--- src/rtl/sseg_pkg.sv ---
// Shared types and segment constants for the seven-segment display driver.
// Segment bytes are active-low and ordered {dp,g,f,e,d,c,b,a}.
package sseg_pkg;

  typedef logic [7:0] sseg_t;

  localparam sseg_t SEG_BLANK = 8'hFF;
  localparam sseg_t SEG_DASH  = 8'hBF;

  // Glyphs for BCD 0..9 with the dp bit left off (bit 7 = 1).
  localparam sseg_t SEG_DIGIT [10] = '{
    8'hC0, 8'hF9, 8'hA4, 8'hB0, 8'h99,
    8'h92, 8'h82, 8'hF8, 8'h80, 8'h90
  };

endpackage

--- src/rtl/bcd_to_sseg.sv ---
// Combinational BCD to seven-segment decoder, active-low, no decimal point.
// Codes 10-15 are shown as a dash so a corrupted digit is visible.
module bcd_to_sseg
  import sseg_pkg::*;
(
  input  logic [3:0] bcd_i,
  output logic [6:0] seg_o
);

  // Table lookup for legal BCD, dash glyph for anything else.
  always_comb begin
    seg_o = SEG_DASH[6:0];
    if (bcd_i < 4'd10) begin
      seg_o = SEG_DIGIT[bcd_i][6:0];
    end
  end

endmodule

--- src/rtl/sseg_disp_mux4.sv ---
// Time-multiplexed driver for a 4-digit common-anode seven-segment display.
// A free-running counter picks the active digit (top two bits) and the PWM
// phase (next four bits); anode and segment outputs are registered together
// so a slot change never pairs a new anode with stale segments.
module sseg_disp_mux4
  import sseg_pkg::*;
#(
  parameter int unsigned N = 18
) (
  input  logic       clk_i,
  input  logic       rst_ni,
  input  logic [3:0] d3_i,
  input  logic [3:0] d2_i,
  input  logic [3:0] d1_i,
  input  logic [3:0] d0_i,
  input  logic [3:0] dp_en_i,
  input  logic       lzb_i,
  input  logic       blank_i,
  input  logic [3:0] bright_i,
  output logic [3:0] an_o,
  output sseg_t      sseg_o
);

  logic [N-1:0] q_q, q_d;
  logic [1:0]   sel;
  logic [3:0]   sub;
  logic [3:0]   digit;
  logic         lz_blank;
  logic         lit;
  logic [6:0]   seg7_dec;
  logic [6:0]   seg7;
  logic [3:0]   an_d;
  sseg_t        sseg_d;

  assign sel = q_q[N-1:N-2];
  assign sub = q_q[N-3:N-6];

  // Refresh counter: free-running, wraps naturally at 2**N.
  always_comb begin
    q_d = q_q + 1'b1;
  end

  // Active-digit mux and leading-zero test; non-BCD codes count as non-zero.
  always_comb begin
    digit    = d0_i;
    lz_blank = 1'b0;
    unique case (sel)
      2'd0: begin
        digit    = d0_i;
        lz_blank = 1'b0;
      end
      2'd1: begin
        digit    = d1_i;
        lz_blank = lzb_i && (d3_i == 4'd0) && (d2_i == 4'd0) && (d1_i == 4'd0);
      end
      2'd2: begin
        digit    = d2_i;
        lz_blank = lzb_i && (d3_i == 4'd0) && (d2_i == 4'd0);
      end
      2'd3: begin
        digit    = d3_i;
        lz_blank = lzb_i && (d3_i == 4'd0);
      end
      default: begin
        digit    = d0_i;
        lz_blank = 1'b0;
      end
    endcase
  end

  bcd_to_sseg u_dec (
    .bcd_i (digit),
    .seg_o (seg7_dec)
  );

  // Segment/anode next state: blank overrides duty, dp is independent of lzb.
  always_comb begin
    seg7   = lz_blank ? SEG_BLANK[6:0] : seg7_dec;
    sseg_d = {~dp_en_i[sel], seg7};
    lit    = (sub <= bright_i) && !blank_i;
    an_d   = lit ? ~(4'b0001 << sel) : 4'b1111;
  end

  // Counter and output registers, asynchronously cleared.
  always_ff @(posedge clk_i or negedge rst_ni) begin
    if (!rst_ni) begin
      q_q    <= '0;
      an_o   <= 4'b1111;
      sseg_o <= SEG_BLANK;
    end else begin
      q_q    <= q_d;
      an_o   <= an_d;
      sseg_o <= sseg_d;
    end
  end

endmodule

--- config.mk ---
export PLATFORM = sky130hd
export DESIGN_NAME = sseg_disp_mux4
export DESIGN_NICKNAME = d
export VERILOG_FILES = /design/src/rtl/sseg_pkg.sv /design/src/rtl/bcd_to_sseg.sv /design/src/rtl/sseg_disp_mux4.sv
export SDC_FILE = /design/constraint.sdc
export NUM_CORES = 1
export LEC_CHECK = 0
export BUFFER_PORTS_ARGS = -buffer_cell sky130_fd_sc_hd__clkbuf_2
export CAP_MARGIN = 20
export CORE_ASPECT_RATIO = 0.5
export CORE_UTILIZATION = 57
export DETAILED_ROUTE_END_ITERATION = 7
export PLACE_DENSITY = 0.81
export REMOVE_ABC_BUFFERS = 1
export SLEW_MARGIN = 25
export SYNTH_ARGS = -nofsm -noshare
export SYNTH_HDL_FRONTEND = slang
export SYNTH_HIERARCHICAL = 1
export SYNTH_SLANG_ARGS = --single-unit
--- constraint.sdc ---
create_clock -name clk_i -period 4.4 [get_ports clk_i]
set_input_delay 0.22 -clock clk_i [delete_from_list [all_inputs] [get_ports clk_i]]
set_output_delay 0.22 -clock clk_i [all_outputs]
set_load 0.02 [all_outputs]
==> flow_summary.ini, run 1 <==
[status]
outcome = complete, but fails checks
failed_checks = negative hold slack

[die]
floorplan.die.height_um = 40.1
die-width_um = 78.1
dieArea_sq_mm = 0.00313
top_level_ports = 40
floorplan.initialDensity = 0.619
num_rows = 13
core_area_sq_mm = 0.00267

[finish]
post_route_cells_drive_above_1_share = 0.431
final_net_count = 225
diodes = 0
non_filler_cells_in_the_finished_layout = 225
layout_overhead_on_the_synthesized_area_pct = 18.9

[global_route]
largest_net_degree_at_the_start_of_global_routing = 31
number_of_antenna_violations_at_the_first_check_in_global_routing = 0
global_route_wire_length_before_repair_um = 5000
grt.overflow.total = 0
grt_pass1_vias = 1133
grt_use_met3 = 0.0682
met2_usage_grt = 0.428
met1_usage = 0.243
top_usage_layer = met2
globalRouteTotalUtil = 0.224

[sta]
maxSlewHeadroom = 0.523
fin_hold_ws_ps = -13.4
period_minus_slack_ps = 2370
fin_crit_sh = 0.538
setup_slack_ps = 2030
clock.fmax_mhz = 423
timing.setup.tns_ps = 0
final_hold_viol_count = 18
timing_max_transition_violations_final = 0
final.setup_skew_ps = 1.78
timing.final.setup_violations = 0
worst-slew-pin-transition_ps = 716
rsz0062_at_grt = no

[place]
place.gp.congestion = 0.811
place.detailed.instances = 217
preCtsSetupSlack_ps = 2050
numPortBuffers = 39
dp_hpwl_um = 2320

[cts]
clock-sinks = 30
cts.repair.resized = 0
postCtsSetupBuffers = 0
clock_path_buffers = 2
cts-buffers-inserted = 5
clock_tree.htree_level_count = 2
clk_pin_slew_ps = 60
clock_latency_ps = 270
tritoncts = done
postCtsHoldBufs = 0
cts_root_buffer = sky130_fd_sc_hd__clkbuf_8

[drt]
remaining_drc_errors = 0
wirelength_um = 3110
final_antenna_net_count = 0
dr.pass1.iters = 3
initialDrtViolationCount = 28
via_to_cell_ratio = 5.33
vias = 1200
drt-wirelength-per-cell_um = 13.8

[synth]
count_of_state_elements_after_synthesis = 30
post_synth_inst_count = 144
synth_async_sr_flop_share = 1.00
yosysWarningCount = 6
count_of_unique_library_cells_instantiated_by_yosys = 40
syn_area_per_cell_sq_um = 11.5
ys_seq_area_frac = 0.464
synth_ff_type = sky130_fd_sc_hd__dfrtp_1
synth-edff-count = 0
post_synth_instance_area_sq_mm = 0.00165

[power_and_ir_drop]
power.static_leakage_nw = 0.959
max-vdd-ir-drop_mv = 0.156
power.density_mw_per_mm2 = 292

[worst_setup_path]
worst_path_max_delay_cell = sky130_fd_sc_hd__mux4_2
critPathArrivalTime_ps = 2570
critical_path.endpoint_type = flip-flop
path_cells = mux4_2 > inv_1 > ha_1 > o21ai_0 > nand2_1 > or2_2
ff_to_ff_path_depth = 6
worst_ep_required_time_ps = 4600
timing.critical_path.from_type = flip-flop
timing_worst_setup_path_type = flip-flop to flip-flop
critical_path.max_stage_delay_ps = 700
critPathMaxFanout = 12

[hold_path]
worstHoldPathType = primary input to async pin

[flow_run]
drv_cap = 0
## flip-flops by register name, summed over array words and instances (netlist names)
signal,count
q_q,18
sseg_o,8
an_o,4
## power breakdown
part	total, mW	switching (mW)	internal [mW]
sequential	0.289	0.00150	0.287
combinational	0.0648	0.0359	0.0289
clock	0.219	0.0936	0.126
total	0.573	0.131	0.442
## placed cells by master, fill, tap and decap left out, types with 6 or more instances in the layout
cell type,n
sky130_fd_sc_hd__dfrtp_1,18
sky130_fd_sc_hd__nand2_1,9
sky130_fd_sc_hd__clkbuf_2,39
sky130_fd_sc_hd__dfstp_2,12
sky130_fd_sc_hd__xor2_1,6
sky130_fd_sc_hd__nor2_1,6
sky130_fd_sc_hd__nand3_1,6
sky130_fd_sc_hd__inv_1,11
sky130_fd_sc_hd__ha_1,10
sky130_fd_sc_hd__clkbuf_8,6
sky130_fd_sc_hd__xnor2_1,10
sky130_fd_sc_hd__or2_2,7
## worst max-delay path, delay by kind of cell (launching register included)
family | cells | cell delay [ps]
compound gates | 1 | 170
fa+ha+maj | 1 | 250
buf+inv | 1 | 150
flops | 1 | 660
mux | 1 | 700
simple gates | 2 | 340
## cell usage after synthesis (3+ instances only)
| cell | n | area share |
|---|---|---|
| sky130_fd_sc_hd__nor2b_1 | 3 | 0.011 |
| sky130_fd_sc_hd__ha_1 | 10 | 0.076 |
| sky130_fd_sc_hd__nand3_1 | 6 | 0.018 |
| sky130_fd_sc_hd__dfstp_2 | 12 | 0.19 |
| sky130_fd_sc_hd__o21ai_0 | 3 | 0.0091 |
| sky130_fd_sc_hd__nor4_1 | 3 | 0.011 |
| sky130_fd_sc_hd__nand4_1 | 3 | 0.011 |
| sky130_fd_sc_hd__inv_1 | 11 | 0.025 |
| sky130_fd_sc_hd__xor2_1 | 6 | 0.032 |
| sky130_fd_sc_hd__xnor2_1 | 10 | 0.053 |
| sky130_fd_sc_hd__nor2_1 | 6 | 0.014 |
| sky130_fd_sc_hd__dfrtp_1 | 18 | 0.27 |
| sky130_fd_sc_hd__nand2_1 | 9 | 0.020 |
| sky130_fd_sc_hd__mux4_2 | 5 | 0.068 |
| sky130_fd_sc_hd__or2_2 | 7 | 0.027 |
## cell type report
cell class	count	area (sq um)
multi-input combinational	99	820
inverter	12	45.0
sequential	30	766
fill	199	704
clock buffer	7	86.3
clock inverter	1	5.00
timing repair buffer	39	195
tap	37	46.3
## per-layer routing
layer	up-vias	wire length, um
li1	580	-
met1	584	1360
met2	32	1580
met3	4	134
met4	0	37
met5	-	0
## metrics by stage
stage | utilization | power [mW] | area [sq um]
detailed placement | 0.702 | 0.358 | 1870
floorplan | - | 0.330 | 1630
finish | 0.736 | 0.573 | 1960
CTS | 0.736 | 0.579 | 1960
global placement | 0.702 | 0.356 | 1870
global route | 0.736 | 0.597 | 1960
## cell families (layout without fill, tap and decap cells)
kind of cell | Yosys count | after routing | synth area share
XOR/XNOR | 16 | 16 | 0.0848
multiplexers | 6 | 6 | 0.0765
AND/OR/NAND/NOR | 53 | 53 | 0.198
AO/OA/AOI/OAI | 14 | 14 | 0.0606
adder cells (fa/ha/maj) | 10 | 10 | 0.0758
flip-flops | 30 | 30 | 0.464
buffers and inverters | 15 | 59 | 0.0401
## path summary, 6_finish.rpt
path | start | endpoint | slack, ps
setup / recovery | q_q[16]$_DFF_PN0_ | sseg_o[1]$_DFF_PN1_ | 2030
hold / removal | rst_ni | q_q[16]$_DFF_PN0_ | -10
setup reg to reg | q_q[16]$_DFF_PN0_ | sseg_o[1]$_DFF_PN1_ | 2030
hold reg to reg | q_q[8]$_DFF_PN0_ | q_q[8]$_DFF_PN0_ | 470
max in group asynchronous | rst_ni | q_q[8]$_DFF_PN0_ | 3950
min in group clk_i | blank_i | an_o[1]$_DFF_PN1_ | 190
Note: power is estimated with default switching activity, not from simulation.
==> run 2: changes to the inputs <==
--- a/config.mk
+++ b/config.mk
@@ -8,9 +8,9 @@
 export BUFFER_PORTS_ARGS = -buffer_cell sky130_fd_sc_hd__clkbuf_2
 export CAP_MARGIN = 20
 export CORE_ASPECT_RATIO = 0.5
-export CORE_UTILIZATION = 57
+export CORE_UTILIZATION = 53
 export DETAILED_ROUTE_END_ITERATION = 7
-export PLACE_DENSITY = 0.81
+export PLACE_DENSITY = 0.76
 export REMOVE_ABC_BUFFERS = 1
 export SLEW_MARGIN = 25
 export SYNTH_ARGS = -nofsm -noshare
==> constraint.sdc (replaced) <==
create_clock -name clk_i -period 2.2 [get_ports clk_i]
set_input_delay 0.11 -clock clk_i [delete_from_list [all_inputs] [get_ports clk_i]]
set_output_delay 0.11 -clock clk_i [all_outputs]
set_load 0.02 [all_outputs]
==> run 2 against run 1 <==
The flow now finishes without violations. Sequential share of layout area is 0.64 points lower. Worst setup slack worse by 1900 ps. Largest power group unchanged. Highest routed layer unchanged. Register-to-register slack worse by 1900 ps. Die area is 7.3% higher. First-iteration DRC count grew to 2.8 times the previous value. Sequential cell count stayed put. Via count is 0.17% lower. Clock power is 100% higher. Clock skew is 7.2 ps higher. Worst hold slack better by 79 ps. Sequential power is 100% higher. Critical path type unchanged. Routed wire length is 0.29% higher.
==> flow_summary.ini, run 2 (synthesis gave the netlist of run 1 again) <==
[cts]
cts-buffers-inserted = 5
cts_root_buffer = sky130_fd_sc_hd__clkbuf_8
clock-sinks = 30
cts.repair.resized = 0
clock_tree.htree_level_count = 2
clock_latency_ps = 280
postCtsSetupBuffers = 0
clk_pin_slew_ps = 70
clock_path_buffers = 2
tritoncts = done
postCtsHoldBufs = 1

[worst_setup_path]
critPathMaxFanout = 8
timing.critical_path.buf_inv = 1
critical_path.max_stage_delay_ps = 660
path_cells = mux4_2 > inv_1 > ha_1 > o21ai_0 > nand2_1 > or2_2
timing.critical_path.from_type = flip-flop
worst_path_max_delay_cell = sky130_fd_sc_hd__mux4_2
critical_path.endpoint_type = flip-flop
cpLargestDelayFamily = multiplexers
critPathArrivalTime_ps = 2290
worst_ep_required_time_ps = 2410
timing_worst_setup_path_type = flip-flop to flip-flop

[drt]
detailroute.wirelength.met3_um = 125
drt-wirelength-per-cell_um = 13.6
met2_routed_length_um = 1530
post_route_met1_wirelength_um = 1440
initialDrtViolationCount = 78
final_antenna_net_count = 0
via_to_cell_ratio = 5.23
dr.pass1.iters = 4
remaining_drc_errors = 0
wirelength_um = 3120
route.top_layer_used = met4
vias = 1198

[finish]
reg.largest.list = q_q: 18 flops, sseg_o: 8 flops, an_o: 4 flops
most_common_library_cell_in_the_layout_ignoring_fill_and_taps = sky130_fd_sc_hd__clkbuf_2
design_area_sq_mm = 0.00200
multi_input_comb_area_sq_um = 820
layout_overhead_on_the_synthesized_area_pct = 20.8
final-seq-area_sq_um = 766
layout_common_cells = sky130_fd_sc_hd__clkbuf_2, sky130_fd_sc_hd__dfrtp_1, sky130_fd_sc_hd__dfstp_2
diodes = 0
non_filler_cells_in_the_finished_layout = 229
largest_register_ffs = 18
num-fill-cells = 208
final_util = 0.722
final_net_count = 229
max_flop_register = q_q
post_route_cells_drive_above_1_share = 0.438

[global_route]
global_route_wire_length_before_repair_um = 5290
grt_pass1_vias = 1101
largest_net_degree_at_the_start_of_global_routing = 31
number_of_antenna_violations_at_the_first_check_in_global_routing = 0
grt.overflow.total = 0
globalRouteTotalUtil = 0.219

[place]
preCtsSetupSlack_ps = 150
place.detailed.instances = 220
place.gp.congestion = 0.804
dp_hpwl_um = 2280
dpl-instance-area_sq_mm = 0.00189
numPortBuffers = 39

[power_and_ir_drop]
power.static_leakage_nw = 0.980
power_frac_seq = 0.501
power.density_mw_per_mm2 = 578
total_power_mw = 1.15
clock_power_share = 0.384
combPwrFrac = 0.114
intPower_mw = 0.885
net-switching-power_mw = 0.268
net_sw_frac = 0.232
max-vdd-ir-drop_mv = 0.350

[sta]
period_minus_slack_ps = 2090
rsz0062_at_grt = no
fin_hold_ws_ps = 65.2
fin_crit_sh = 0.948
worst-slew-pin-transition_ps = 725
final.setup_skew_ps = 8.93
setup_slack_ps = 114
maxSlewHeadroom = 0.517
timing.setup.tns_ps = 0
timing_max_transition_violations_final = 0
final_hold_viol_count = 0
timing.final.setup_violations = 0
clock.fmax_mhz = 479

[die]
top_level_ports = 40
core_area_sq_mm = 0.00277
floorplan.initialDensity = 0.597
dieArea_sq_mm = 0.00336
die-width_um = 80.9
num_rows = 13
floorplan.die.height_um = 41.5

[status]
outcome = completed

[flow_run]
drv_cap = 0

[hold_path]
worstHoldPathType = primary input to flip-flop
run 2: cell count changes in the layout (fill, tap and decap cells not counted):
| cell | delta |
|---|---|
| sky130_fd_sc_hd__buf_4 | +3 |
| sky130_fd_sc_hd__dlygate4sd3_1 | +1 |
run 2: worst register-to-register path, cell delays in order (launching register included):
cell	delay (ps)
sky130_fd_sc_hd__dfrtp_1	440
sky130_fd_sc_hd__mux4_2	660
sky130_fd_sc_hd__inv_1	160
sky130_fd_sc_hd__ha_1	250
sky130_fd_sc_hd__o21ai_0	160
sky130_fd_sc_hd__nand2_1	60
sky130_fd_sc_hd__or2_2	280
run 2: area by class of cell:
type | instances | area share
multi-input combinational | 99 | 0.411
sequential | 30 | 0.384
timing repair buffer | 43 | 0.114
clock buffer | 7 | 0.0433
tap | 37 | 0.0232
inverter | 12 | 0.0226
clock inverter | 1 | 0.00251
run 2: per-layer routing:
| layer | track usage | vias to the layer above |
|---|---|---|
| li1 | - | 590 |
| met2 | 0.331 | 28 |
| met3 | 0.0791 | 2 |
| met5 | 0 | - |
| met1 | 0.296 | 578 |
| met4 | 0.0643 | 0 |
run 2: power by group through the flow:
stage	Combinational [mW]	Sequential [mW]	Clock, mW
finish	0.132	0.578	0.443
global route	0.145	0.579	0.484
CTS	0.133	0.578	0.454
detailed placement	0.130	0.587	0
global placement	0.127	0.586	0
floorplan	0.0547	0.605	0
run 2: final timing paths:
check                      depth (start not counted)                   to  slack (ps)              start
min in group asynchronous                          2    q_q[16]$_DFF_PN0_         450             rst_ni
setup / recovery                                   6  sseg_o[1]$_DFF_PN1_         110  q_q[16]$_DFF_PN0_
hold reg to reg                                    1     q_q[8]$_DFF_PN0_         470   q_q[8]$_DFF_PN0_
hold / removal                                     3    an_o[1]$_DFF_PN1_          70            blank_i
setup reg to reg                                   6  sseg_o[1]$_DFF_PN1_         110  q_q[16]$_DFF_PN0_
max in group asynchronous                          2     q_q[6]$_DFF_PN0_        1280             rst_ni
==> run 3: changes to the inputs <==
--- a/config.mk
+++ b/config.mk
@@ -10,7 +10,7 @@
 export CORE_ASPECT_RATIO = 0.5
 export CORE_UTILIZATION = 53
 export DETAILED_ROUTE_END_ITERATION = 7
-export PLACE_DENSITY = 0.76
+export PLACE_DENSITY = 0.85
 export REMOVE_ABC_BUFFERS = 1
 export SLEW_MARGIN = 25
 export SYNTH_ARGS = -nofsm -noshare
==> run 3 against run 2 <==
Clock skew fell by 2.0 ps. Sequential cell count is the same. First-iteration DRC count down 49%. Largest power group unchanged. Sequential power is essentially flat. Critical path depth stayed put. Maximum frequency decreased by 0.81%. Sequential share of layout area is 0.063 points higher. Register-to-register slack lost 20 ps. Highest routed layer unchanged. Die area did not move. Via count rose by 4.3%.
==> flow_summary.ini, run 3 (synthesis gave the netlist of run 1 again) <==
[drt]
vias = 1250
remaining_drc_errors = 0
initialDrtViolationCount = 40
final_antenna_net_count = 0
dr.pass1.iters = 4
via_to_cell_ratio = 5.46
drt-wirelength-per-cell_um = 15.0
wirelength_um = 3430

[global_route]
number_of_antenna_violations_at_the_first_check_in_global_routing = 0
top_usage_layer = met2
grt.overflow.total = 0
grt_use_met3 = 0.0703
largest_net_degree_at_the_start_of_global_routing = 31
global_route_wire_length_before_repair_um = 5980
globalRouteTotalUtil = 0.242
grt_pass1_vias = 1289
met1_usage = 0.286
met2_usage_grt = 0.417

[place]
dp_hpwl_um = 2500
numPortBuffers = 39
place.detailed.instances = 220
preCtsSetupSlack_ps = 44.4
place.gp.congestion = 0.864
dpl-instance-area_sq_mm = 0.00189

[die]
dieArea_sq_mm = 0.00336
num_rows = 13
die-width_um = 80.9
top_level_ports = 40
floorplan.die.height_um = 41.5
core_area_sq_mm = 0.00277
floorplan.initialDensity = 0.597

[worst_setup_path]
critical_path.endpoint_type = flip-flop
timing.critical_path.from_type = flip-flop
worst_ep_required_time_ps = 2400
critPathMaxFanout = 7
reg2reg_to = sseg_o[1]$_DFF_PN1_
reg2reg_start = q_q[16]$_DFF_PN0_
timing.reg2reg.setup_slack_ps = 100
critPathArrivalTime_ps = 2310
ff_to_ff_path_depth = 6
timing_worst_setup_path_type = flip-flop to flip-flop

[cts]
tritoncts = done
clk_pin_slew_ps = 60
cts_root_buffer = sky130_fd_sc_hd__clkbuf_8
clock_path_buffers = 2
clock-sinks = 30
clock_latency_ps = 280
cts-buffers-inserted = 5
clock_tree.htree_level_count = 2

[finish]
final_net_count = 229
design_area_sq_mm = 0.00200
reg.largest.list = q_q: 18 flops, sseg_o: 8 flops, an_o: 4 flops
num-fill-cells = 201
diodes = 0
non_filler_cells_in_the_finished_layout = 229
max_flop_register = q_q
layout_common_cells = sky130_fd_sc_hd__clkbuf_2, sky130_fd_sc_hd__dfrtp_1, sky130_fd_sc_hd__dfstp_2
largest_register_ffs = 18
most_common_library_cell_in_the_layout_ignoring_fill_and_taps = sky130_fd_sc_hd__clkbuf_2
layout_overhead_on_the_synthesized_area_pct = 20.8
post_route_cells_drive_above_1_share = 0.438
final_util = 0.722

[status]
outcome = completed

[flow_run]
drv_cap = 0

[sta]
period_minus_slack_ps = 2100
fin_hold_ws_ps = 69.1
maxSlewHeadroom = 0.513
clock.fmax_mhz = 475
final_hold_viol_count = 0
timing.setup.tns_ps = 0
worst-slew-pin-transition_ps = 730
fin_crit_sh = 0.956
rsz0062_at_grt = no
setup_slack_ps = 96.6
final.setup_skew_ps = 6.93
timing.final.setup_violations = 0
timing_max_transition_violations_final = 0

[hold_path]
worstHoldPathType = primary input to flip-flop
hold_depth = 2
min_from = blank_i
timing.hold.worst_endpoint = an_o[3]$_DFF_PN1_

[power_and_ir_drop]
max-vdd-ir-drop_mv = 0.318
power.density_mw_per_mm2 = 579
total_power_mw = 1.15
power.static_leakage_nw = 0.975
[run 3: cell types whose count changed in the layout (fill, tap and decap cells not counted)]
cell / before / now
sky130_fd_sc_hd__clkinv_2: 1 / 0
sky130_fd_sc_hd__dfrtp_1: 18 / 17
sky130_fd_sc_hd__dfrtp_2: 0 / 1
sky130_fd_sc_hd__clkbuf_1: 1 / 2
[run 3: power breakdown]
group          internal (mW)  switching [mW]  total [mW]
clock                  0.254           0.189       0.443
combinational         0.0604          0.0737       0.134
sequential             0.574         0.00331       0.577
total                  0.889           0.266        1.15
[run 3: layer usage]
| layer | part of all wire | wire length, um |
|---|---|---|
| met1 | 0.42 | 1430 |
| met2 | 0.51 | 1750 |
| met3 | 0.056 | 192 |
| met4 | 0.015 | 51 |
| met5 | 0 | 0 |
[run 3: layout make-up]
class / count / area (sq um) / area share
clock buffers: 8 / 90.1 / 0.0451
inverters: 12 / 45.0 / 0.0226
multi-input cells: 99 / 820 / 0.411
flip-flops and latches: 30 / 767 / 0.384
well taps: 37 / 46.3 / 0.0232
repair buffers: 43 / 228 / 0.114
[run 3: worst max-delay path by stage]
stage                     depth (start not counted)  slack, ps                  end         startpoint
after floorplan                                   6         30  sseg_o[1]$_DFF_PN1_  q_q[16]$_DFF_PN0_
after global placement                            6        180  sseg_o[1]$_DFF_PN1_  q_q[16]$_DFF_PN0_
after detailed placement                          6         40  sseg_o[1]$_DFF_PN1_  q_q[16]$_DFF_PN0_
after CTS                                         6         40  sseg_o[1]$_DFF_PN1_  q_q[16]$_DFF_PN0_
after global routing                              6         50  sseg_o[1]$_DFF_PN1_  q_q[16]$_DFF_PN0_
final                                             6        100  sseg_o[1]$_DFF_PN1_  q_q[16]$_DFF_PN0_
[run 3: timing repair]
action | CTS | global route
setup buffers | 0 | 0
endpoints found under the setup margin | 0 | 1
hold endpoints to repair | 18 | 0
hold buffers | 1 | 0
gates resized for setup | 0 | 1
[run 3: worst max-delay path, cell delays in order, from the launching register on]
cell and delay [ps]:
sky130_fd_sc_hd__dfrtp_2 450, sky130_fd_sc_hd__mux4_2 610, sky130_fd_sc_hd__inv_1 150, sky130_fd_sc_hd__ha_1 250
sky130_fd_sc_hd__o21ai_0 210, sky130_fd_sc_hd__nand2_1 70, sky130_fd_sc_hd__or2_2 290
